--- src/rtl/vga_mode_pkg.sv ---
// Shared mode indices, one-hot pixel-mux encodings and sequencer FSM states.
// Pure definitions: no latency, no backpressure.
package vga_mode_pkg;

    localparam int NUM_MODES = 6;

    localparam logic [2:0] MODE_WHITE   = 3'd0;
    localparam logic [2:0] MODE_BLACK   = 3'd1;
    localparam logic [2:0] MODE_RED     = 3'd2;
    localparam logic [2:0] MODE_GREEN   = 3'd3;
    localparam logic [2:0] MODE_MONITOR = 3'd4;
    localparam logic [2:0] MODE_CHAR    = 3'(NUM_MODES - 1);

    localparam logic [5:0] ONEHOT_WHITE   = 6'b000_001;
    localparam logic [5:0] ONEHOT_BLACK   = 6'b000_010;
    localparam logic [5:0] ONEHOT_RED     = 6'b000_100;
    localparam logic [5:0] ONEHOT_GREEN   = 6'b001_000;
    localparam logic [5:0] ONEHOT_MONITOR = 6'b010_000;
    localparam logic [5:0] ONEHOT_CHAR    = 6'b100_000;

    typedef enum logic [1:0] {
        S_RUN   = 2'd0,
        S_PEND  = 2'd1,
        S_BLANK = 2'd2
    } seq_state_t;

    // Out-of-range indices fall back to WHITE so the mux never sees a non-one-hot word.
    function automatic logic [5:0] idx_to_onehot(input logic [2:0] idx);
        case (idx)
            MODE_WHITE:   return ONEHOT_WHITE;
            MODE_BLACK:   return ONEHOT_BLACK;
            MODE_RED:     return ONEHOT_RED;
            MODE_GREEN:   return ONEHOT_GREEN;
            MODE_MONITOR: return ONEHOT_MONITOR;
            MODE_CHAR:    return ONEHOT_CHAR;
            default:      return ONEHOT_WHITE;
        endcase
    endfunction

    function automatic logic [2:0] mode_inc(input logic [2:0] idx);
        return (idx >= MODE_CHAR) ? MODE_WHITE : idx + 3'd1;
    endfunction

    function automatic logic [2:0] mode_dec(input logic [2:0] idx);
        return (idx == MODE_WHITE) ? MODE_CHAR : idx - 3'd1;
    endfunction

endpackage

--- src/rtl/vga_mode_dwell_timer.sv ---
// Counts enabled frame pulses up to DWELL_FRAMES-1; tc is combinational from the count.
// Latency: count updates on the edge after en; no backpressure, clr dominates en.
module vga_mode_dwell_timer #(
    parameter int DWELL_FRAMES = 120
) (
    input  logic clk,
    input  logic rst_n,
    input  logic clr,
    input  logic en,
    output logic tc
);

    localparam int DW = $clog2(DWELL_FRAMES);

    logic [DW-1:0] cnt;

    assign tc = (cnt == DW'(DWELL_FRAMES - 1));

    always_ff @(posedge clk) begin
        if (!rst_n || clr) begin
            cnt <= '0;
        end else if (en) begin
            cnt <= tc ? '0 : cnt + DW'(1);
        end
    end

endmodule

--- src/rtl/vga_mode_sequencer.sv ---
// Frame-synchronous VGA mode selector; optional one-frame BLACK blank on switch (VGA_MODE_BLANK_EN).
// Latency: requests reach target/pending next cycle, applied one cycle after a frame_start.
// Backpressure: none; requests are pulses folded into target at any time.
module vga_mode_sequencer
    import vga_mode_pkg::*;
#(
    parameter int DWELL_FRAMES = 120
) (
    input  logic       clk,
    input  logic       rst_n,
    input  logic       frame_start,
    input  logic       next_req,
    input  logic       prev_req,
    input  logic       sel_valid,
    input  logic [2:0] sel_idx,
    input  logic       auto_en,
    output logic [5:0] VGA_state,
    output logic [2:0] mode_idx,
    output logic       pending
);

    seq_state_t state;
    logic [2:0] target;
    logic [2:0] tgt_nxt;
    logic [2:0] mode_nxt;
    logic       enter_blank;
    logic       man_acc;
    logic       sel_ok;
    logic       dwell_en;
    logic       dwell_tc;
    logic       auto_fire;

    assign sel_ok    = sel_valid && (sel_idx <= MODE_CHAR);
    assign man_acc   = sel_ok || (next_req ^ prev_req);
    assign dwell_en  = frame_start && auto_en && !pending;
    assign auto_fire = dwell_en && dwell_tc && !man_acc;

    vga_mode_dwell_timer #(
        .DWELL_FRAMES (DWELL_FRAMES)
    ) u_dwell (
        .clk   (clk),
        .rst_n (rst_n),
        .clr   (man_acc || !auto_en),
        .en    (dwell_en),
        .tc    (dwell_tc)
    );

    // Auto-advance steps from the displayed mode, manual steps from the accumulated target.
    always_comb begin
        tgt_nxt = target;
        if (sel_ok) begin
            tgt_nxt = sel_idx;
        end else if (next_req && !prev_req) begin
            tgt_nxt = mode_inc(target);
        end else if (prev_req && !next_req) begin
            tgt_nxt = mode_dec(target);
        end else if (auto_fire) begin
            tgt_nxt = mode_inc(mode_idx);
        end
    end

    always_comb begin
        mode_nxt    = mode_idx;
        enter_blank = 1'b0;
        case (state)
            S_PEND: begin
                if (frame_start) begin
`ifdef VGA_MODE_BLANK_EN
                    if (target != MODE_BLACK) begin
                        mode_nxt    = MODE_BLACK;
                        enter_blank = 1'b1;
                    end else begin
                        mode_nxt = target;
                    end
`else
                    mode_nxt = target;
`endif
                end
            end
            S_BLANK: begin
                if (frame_start) begin
                    mode_nxt = target;
                end
            end
            default: ;
        endcase
    end

    always_ff @(posedge clk) begin
        if (!rst_n) begin
            state     <= S_RUN;
            target    <= MODE_WHITE;
            mode_idx  <= MODE_WHITE;
            VGA_state <= ONEHOT_WHITE;
            pending   <= 1'b0;
        end else begin
            target    <= tgt_nxt;
            mode_idx  <= mode_nxt;
            VGA_state <= idx_to_onehot(mode_nxt);
            pending   <= (tgt_nxt != mode_nxt);
            case (state)
                S_BLANK: begin
                    if (frame_start) begin
                        state <= (tgt_nxt != mode_nxt) ? S_PEND : S_RUN;
                    end
                end
                default: begin
                    if (enter_blank) begin
                        state <= S_BLANK;
                    end else begin
                        state <= (tgt_nxt != mode_nxt) ? S_PEND : S_RUN;
                    end
                end
            endcase
        end
    end

endmodule

--- config.mk ---
export PLATFORM = sky130hd
export DESIGN_NAME = vga_mode_sequencer
export DESIGN_NICKNAME = d
export VERILOG_FILES = /design/src/rtl/vga_mode_pkg.sv /design/src/rtl/vga_mode_dwell_timer.sv /design/src/rtl/vga_mode_sequencer.sv
export SDC_FILE = /design/constraint.sdc
export NUM_CORES = 1
export LEC_CHECK = 0
export CORE_ASPECT_RATIO = 0.6
export CORE_UTILIZATION = 40
export CTS_BUF_LIST = sky130_fd_sc_hd__clkbuf_8
export DETAILED_ROUTE_END_ITERATION = 8
export GPL_ROUTABILITY_DRIVEN = 0
export SLEW_MARGIN = 40
export SYNTH_ARGS = -nofsm -noshare
export SYNTH_HDL_FRONTEND = slang
export SYNTH_SLANG_ARGS = --single-unit
--- constraint.sdc ---
create_clock -name clk -period 5.6 [get_ports clk]
set_clock_uncertainty 0.05 [all_clocks]
set_input_delay 1.12 -clock clk [delete_from_list [all_inputs] [get_ports clk]]
set_output_delay 1.12 -clock clk [all_outputs]
set_load 0.02 [all_outputs]
==> reports/metrics.cfg <==
[grt]
grt_max_degree=13
track_usage_pct=18.7
grt_antenna_before_repair=0
grt_pass1_wl_um=4440
grt_overflow=0
grt_pass1_vias=943

[final_layout]
antennaDiodeCount=0
nFillCells=243
register_area_um2=400
layout-drive-gt1-share_pct=5.73
nNetsFinal=177
post-route-util_pct=55.8
multiInputGateArea_um2=723
area_delta_synth_final_pct=25.4

[cts]
cts-hold-fix-buffers=0
cts.clk_slew.worst_paths_ns=0.08
ctsRootBufferMaster=clkbuf_8
cts_buffer_depth=2
cts_sinks=20
numCtsBuffers=3
cts_tree=built
clkLatencyLatePin_ns=0.26
cts_resized=0
post-cts-setup-buffers=0
h-tree-depth=1

[timing]
finalCritPeriodShare_pct=60.4
fmax_ghz=0.296
worst_pin_slew_ns=0.691
fin_crit_ns=3.38
fin_setup_tns_ns=0
slew_viol_final=0
slew_headroom_pct=52.6
holdWs_ns=0.447
setup_violations=0
hold_viol=0
setup_ws_ns=2.22
grt_setup_unrepaired=no

[logic_synthesis]
synthAdderAreaFrac_pct=9.56
synth_top_family_by_area=simple AND/OR/NAND/NOR gates
synth-seq-cells=20
async_flop_share_pct=0
syn_inst=137
yosys.area_share.simple_pct=25.0
synth-main-ff-cell=dfxtp_1
ys_seq_area_share_pct=34.0
synth_warnings=0
synth-xor-area-share_pct=5.21
synth_edf_count=0
synth_compound_area_share_pct=17.1
syn-cell-area_um2=1180
synthDistinctLibCells=38
synthMuxAreaShare_pct=4.25
synth.avg_cell_area_um2=8.59
syn-num-nets=156

[die]
fp.coreArea_um2=2650
die-height_um=44.0
die_area_um2=3170
initial_core_util_pct=44.5
rows=14
ioPinCount=20
die_w_um=72.0

[power]
p_sw_mw=0.0952
p_clk_share_pct=38.9
powerDensity_nw_per_um2=252
peakVddDrop_mv=0.128
p_sw_share_pct=25.6
pwr-share-seq_pct=41.6
total_power_mw=0.373
power_leakage_nw=0.593
internal_power_mw=0.277
combinationalPowerShare_pct=19.5

[outcome]
outcome=complete, no violations

[setup_path]
reg2reg_from=u_dwell.cnt[3]
worstPathMaxFanout=5
cpMostUsedCell=nand3_1
crit_type=in -> reg
critPathCaptureType=flip-flop
crit_chain=clkdlybuf4s50_1, inv_1, ha_1, nand3_1, or4_1, or3_1, a21oi_1, nand3_1, a41oi_2
cp-startpoint=next_req
start_kind=primary input
crit_slowest_cell=or4_1
worstPathArrival_ns=3.52
max_stage_delay_ns=0.50
crit_required_ns=5.73

[drt]
drc_errors=0
vias=1042
routedWlPerCell_um=13.5
viasPerCell=5.29
ant_nets=0
wirelength_um=2660
drt-initial-drc-count=49
firstDrtPassIters=4

[run]
cap_violations=0

[place]
preCtsSetupSlack_ns=1.95
place_hpwl_um=2070
io_buffers=19

[hold_path]
hold_path.startpoint=u_dwell.cnt[6]
holdCritPathClass=reg -> reg

## critical path: cells and delay by family
kind            cells  cell delay, ns
compound gates      2            0.45
fa+ha+maj           1            0.30
buf+inv             2            0.53
simple gates        4            1.13
## layer usage
| layer | up-vias | GRT usage [%] | part of all wire [%] |
|---|---|---|---|
| li1 | 522 | - | - |
| met1 | 473 | 27.1 | 51 |
| met2 | 45 | 26.8 | 39 |
| met3 | 2 | 6.38 | 9.7 |
| met4 | 0 | 4.71 | 0.30 |
| met5 | - | 0 | 0 |
## power groups by stage
stage	sequential [mW]	combinational (mW)	clock (mW)
after floorplan	0.161	0.0430	0
after global placement	0.158	0.0708	0
after detailed placement	0.158	0.0714	0
after CTS	0.155	0.0719	0.147
after global routing	0.156	0.0800	0.153
final	0.155	0.0727	0.145
## sequential cells by signal (all words and copies together), names as in the netlist
| register | flops |
|---|---|
| state | 1 |
| mode_idx | 3 |
| target | 3 |
| u_dwell.cnt | 7 |
| VGA_state | 6 |
## final timing paths
| kind | endpoint | slack [ns] | depth (start not counted) |
|---|---|---|---|
| min reg2reg | u_dwell.cnt[6] | 0.45 | 2 |
| min | u_dwell.cnt[6] | 0.45 | 2 |
| max reg2reg | state[0] | 3.28 | 6 |
| max | state[0] | 2.22 | 9 |
## final cells by class
cell class / count / area share [%]
clock buffers: 3 / 2.80
clock inverters: 1 / 2.03
inverters: 11 / 2.80
multi-input cells: 103 / 49.0
flip-flops and latches: 20 / 27.1
well taps: 40 / 3.39
repair buffers: 19 / 12.9
## cell usage after synthesis, types with 3 or more instances
cell	number	area, µm²
nand2b_1	4	25.0
xnor2_1	4	35.0
mux2i_1	5	50.1
xor2_1	3	26.3
ha_1	9	113
inv_1	11	41.3
or3_1	4	25.0
dfxtp_1	20	400
nor2_1	12	45.0
o21ai_0	3	15.0
nand2_1	10	37.5
nand3_1	9	45.0
nor3b_1	4	30.0
a211oi_1	3	22.5
a21oi_1	7	35.0
and3_1	3	18.8
## cell families after synthesis
kind of cell               after synthesis
AOI/OAI and AO/OA                       27
buffers and inverters                   14
xor gates and xnor gates                 7
adders and majority gates                9
muxes                                    5
DFF                                     20
and+or+nand+nor                         55
## per-stage QoR
stage          cells  cell area, µm²
2_1_floorplan    137            1180
3_3_place_gp     193            1400
3_5_place_dp     193            1400
4_1_cts          197            1470
5_1_grt          197            1480
6_report         197            1480
## cell usage in the layout, fill, tap and decap left out, types with 7 or more instances in the layout
master	synthesis	layout
nand3_1	9	9
inv_1	11	11
ha_1	9	9
dfxtp_1	20	20
nor2_1	12	12
clkdlybuf4s50_1	0	19
nand2_1	10	10
a21oi_1	7	7
No activity file was read; power rests on OpenSTA's default activity.
==> patch 1 (same settings) <==
`DWELL_FRAMES` is set to 120 in 2 places; all go to 60.
--- a/src/rtl/vga_mode_dwell_timer.sv
+++ b/src/rtl/vga_mode_dwell_timer.sv
@@ -3,3 +3,3 @@
 module vga_mode_dwell_timer #(
-    parameter int DWELL_FRAMES = 120
+    parameter int DWELL_FRAMES = 60
 ) (
--- a/src/rtl/vga_mode_sequencer.sv
+++ b/src/rtl/vga_mode_sequencer.sv
@@ -6,3 +6,3 @@
 #(
-    parameter int DWELL_FRAMES = 120
+    parameter int DWELL_FRAMES = 60
 ) (
Behaviour: same outputs for any inputs over 10 cycles, from zero or initial values and one cycle with rst_n low; that may be too few to reach the edited logic, so the function may still have changed.
==> patch 1 against the original RTL <==
- maximum frequency grew 9.2%
- design area shrank 3.8%
- wire length shrank 7.5%
- sequential cell count shrank 1
- hold slack gained 0.059 ns
- power shrank 15%
- setup slack gained 0.29 ns
- count of clock-buffer cells in the layout is the same
- synthesized area shrank 3.1%
- utilization shrank 1.4 points
==> patch 1: results (changes against the original RTL) <==
<table>
<tr><th>Metric</th><th>Value</th></tr>
<tr><th colspan="2">Setup path</th></tr>
<tr><td>Library cell contributing the largest single delay on the critical path</td><td>a21boi_1 (was or4_1)</td></tr>
<tr><td>Worst path max stage delay</td><td>0.58 ns (was 0.50 ns)</td></tr>
<tr><td>FF-to-FF Start</td><td>mode_idx[1]$_SDFF_PN0_ (was u_dwell.cnt[3]$_SDFFE_PP0N_)</td></tr>
<tr><td>CP Max Fanout</td><td>6 (was 5)</td></tr>
<tr><th colspan="2">Power and ir drop</th></tr>
<tr><td>Psw</td><td>0.0000905 W (was 0.0000952 W)</td></tr>
<tr><td>Worst vdd ir</td><td>0.000136 V (was 0.000128 V)</td></tr>
<tr><td>Power share of the combinational group</td><td>23.1% (was 19.5%)</td></tr>
<tr><th colspan="2">Final layout</th></tr>
<tr><td>Final net count</td><td>163 (was 177)</td></tr>
<tr><td>Layout overhead on the synthesized area</td><td>24.5% (was 25.4%)</td></tr>
<tr><td>Number of fill cells</td><td>246 (was 243)</td></tr>
<tr><td>Seq cells</td><td>19 (was 20)</td></tr>
<tr><td>FF/Latch Area</td><td>380 sq um (was 400 sq um)</td></tr>
<tr><th colspan="2">Run status</th></tr>
<tr><td>Run status</td><td>complete, no violations (unchanged)</td></tr>
<tr><th colspan="2">Detailed routing</th></tr>
<tr><td>Iteration count of the initial detailed-routing pass</td><td>6 (was 4)</td></tr>
<tr><td>Iteration-0 DRC count of the detailed router</td><td>33 (was 49)</td></tr>
<tr><td>Aggregate routed wire length</td><td>2460 um (was 2660 um)</td></tr>
<tr><td>Routed via count divided by cell count</td><td>5.28 (was 5.29)</td></tr>
<tr><th colspan="2">Placement</th></tr>
<tr><td>Detailed placement HPWL</td><td>1960 um (was 2070 um)</td></tr>
<tr><td>Post-placement setup slack</td><td>2.28 ns (was 1.95 ns)</td></tr>
<tr><th colspan="2">Synthesis</th></tr>
<tr><td>Most frequent cells after synthesis</td><td>dfxtp_1, nor2_1, inv_1, ha_1, nand3_1 (was dfxtp_1, nor2_1, inv_1, nand2_1)</td></tr>
<tr><td>Share of synthesized area occupied by flip-flops and latches</td><td>33.3% (was 34.0%)</td></tr>
<tr><td>Post-synthesis share of cell area spent on full adders, half adders and majority gates</td><td>9.87% (was 9.56%)</td></tr>
<tr><td>Fraction of synthesized cell area in xor and xnor cells</td><td>5.37% (was 5.21%)</td></tr>
<tr><th colspan="2">GRT</th></tr>
<tr><td>All-layer global routing usage</td><td>17.9% (was 18.7%)</td></tr>
<tr><th colspan="2">STA</th></tr>
<tr><td>Worst slew margin relative to its limit</td><td>55.9% (was 52.6%)</td></tr>
</table>
patch 1: worst max-delay path: cells and delay by family:
kind / cells / cell delay, ns
buffers and inverters: 1 / 0.51
AOI/OAI and AO/OA: 5 / 1.37
xor gates and xnor gates: 1 / 0.18
patch 1: per-layer routing:
metal | wire (um) | part of all wire, % | global-route usage (%)
met5 | 0 | 0 | 0
met4 | 0 | 0 | 3.60
met3 | 131 | 5.3 | 5.12
met2 | 949 | 39 | 26.0
met1 | 1380 | 56 | 26.6
patch 1: worst min path at each step:
stage	to	slack, ns	cells after the start
2_1_floorplan	u_dwell.cnt[1]$_SDFFE_PP0N_	0.44	2
3_3_place_gp	u_dwell.cnt[1]$_SDFFE_PP0N_	0.46	2
3_5_place_dp	u_dwell.cnt[0]$_SDFFE_PP0N_	0.50	2
4_1_cts	u_dwell.cnt[0]$_SDFFE_PP0N_	0.51	2
5_1_grt	u_dwell.cnt[2]$_SDFFE_PP0N_	0.54	2
6_report	u_dwell.cnt[1]$_SDFFE_PP0N_	0.51	2
==> patch 2 (same flow settings) <==
Without the edit above. Re-encode `seq_state_t` (3 states) as one-hot, 3 bits wide.
--- a/src/rtl/vga_mode_pkg.sv
+++ b/src/rtl/vga_mode_pkg.sv
@@ -20,6 +20,6 @@
 
-    typedef enum logic [1:0] {
-        S_RUN   = 2'd0,
-        S_PEND  = 2'd1,
-        S_BLANK = 2'd2
+    typedef enum logic [2:0] {
+        S_RUN   = 3'b001,
+        S_PEND  = 3'b010,
+        S_BLANK = 3'b100
     } seq_state_t;
Behaviour: same outputs for any inputs over 10 cycles, from zero or initial values and one cycle with rst_n low; not proved beyond that.
==> patch 2 against the original RTL <==
- synthesized area increased by 6.4%
- synthesized cell count grew 4.4%
- design area is 4.1% higher
- hold slack better by 0.043 ns
- power down 5.8%
- sequential cell count increased by 1
- setup slack better by 0.15 ns
- sequential power increased by 7%
- wire length is 2.2% higher
- non-clock buffer count is the same
- largest cell class unchanged
==> patch 2: results (changes against the original RTL) <==
<table>
<tr><th>Metric</th><th>Value</th></tr>
<tr><th colspan="2">Setup path</th></tr>
<tr><td>Top Family by Delay on Critical Path</td><td>compound AO/OA/AOI/OAI gates (was simple AND/OR/NAND/NOR gates)</td></tr>
<tr><td>Worst path max stage delay</td><td>0.48 ns (was 0.50 ns)</td></tr>
<tr><td>Reg-to-reg endpoint</td><td>state[1]$_SDFF_PN0_ (was state[0]$_SDFF_PN0_)</td></tr>
<tr><td>Library cell contributing the largest single delay on the critical path</td><td>clkdlybuf4s50_1 (was or4_1)</td></tr>
<tr><td>Worst setup endpoint</td><td>state[0]$_SDFF_PN1_ (was state[0]$_SDFF_PN0_)</td></tr>
<tr><td>Worst setup slack for register-to-register paths</td><td>3.08 ns (was 3.28 ns)</td></tr>
<tr><th colspan="2">Final layout</th></tr>
<tr><td>NonClk Buf Share</td><td>12.4% (was 12.9%)</td></tr>
<tr><td>Final Non-Filler Cells</td><td>207 (was 197)</td></tr>
<tr><td>Number of fill cells</td><td>294 (was 243)</td></tr>
<tr><td>Non-CTS inverters</td><td>10 (was 11)</td></tr>
<tr><td>Clock Network Area Fraction</td><td>3.01% (was 4.83%)</td></tr>
<tr><td>Share of final-layout standard cells stronger than drive strength 1</td><td>7.88% (was 5.73%)</td></tr>
<tr><th colspan="2">STA</th></tr>
<tr><td>Max Clk Rate</td><td>309 MHz (was 296 MHz)</td></tr>
<tr><td>Worst-Margin Slew</td><td>0.634 ns (was 0.691 ns)</td></tr>
<tr><th colspan="2">Synthesis</th></tr>
<tr><td>Post-synthesis share of cell area spent on full adders, half adders and majority gates</td><td>8.99% (was 9.56%)</td></tr>
<tr><td>Unique cell type count in the Yosys netlist</td><td>42 (was 38)</td></tr>
<tr><td>Fraction of synthesized cell area in xor and xnor cells</td><td>4.90% (was 5.21%)</td></tr>
<tr><td>Post-synthesis instance total</td><td>143 (was 137)</td></tr>
<tr><th colspan="2">Placement</th></tr>
<tr><td>Detailed placement HPWL</td><td>2180 um (was 2070 um)</td></tr>
<tr><td>Post-placement setup slack</td><td>2.09 ns (was 1.95 ns)</td></tr>
<tr><td>Total instance count after detailed placement</td><td>203 (was 193)</td></tr>
<tr><th colspan="2">Detailed routing</th></tr>
<tr><td>Average wire per cell in the routed design</td><td>13.1 um (was 13.5 um)</td></tr>
<tr><td>Iteration-0 DRC count of the detailed router</td><td>83 (was 49)</td></tr>
<tr><th colspan="2">Power and ir drop</th></tr>
<tr><td>Psw</td><td>0.000103 W (was 0.0000952 W)</td></tr>
<tr><th colspan="2">Worst hold path</th></tr>
<tr><td>Worst hold endpoint</td><td>u_dwell.cnt[1]$_SDFFE_PP0N_ (was u_dwell.cnt[6]$_SDFFE_PP0N_)</td></tr>
<tr><th colspan="2">Run status</th></tr>
<tr><td>Run status</td><td>complete, no violations (unchanged)</td></tr>
</table>
-- patch 2: cell types whose count changed after synthesis, sizes merged, moves of 2 or more --
cell / before / now
nor2b: 0 / 5
nand2b: 4 / 1
inv: 11 / 9
buf: 2 / 0
nor4: 1 / 3
nand3b: 1 / 4
nor3b: 4 / 0
and3: 3 / 1
nor3: 0 / 3
nor2: 12 / 19
or3: 4 / 2
o21bai: 2 / 0
a31oi: 3 / 1
and2: 0 / 2
-- patch 2: power groups by stage --
stage / Sequential (W) / Combinational [W] / Clock (W)
floorplan: 0.000172 / 0.0000525 / 0
global placement: 0.000169 / 0.0000863 / 0
detailed placement: 0.000169 / 0.0000868 / 0
CTS: 0.000165 / 0.0000872 / 0.000101
global route: 0.000167 / 0.0000970 / 0.000108
finish: 0.000166 / 0.0000874 / 0.0000980
-- patch 2: layer usage --
metal	vias to the layer above	share of wire (%)	global-route usage [%]
met5	-	0	0
met4	0	0	3.40
met3	0	5.2	5.36
met2	28	42	27.1
met1	514	53	27.3
li1	555	-	-
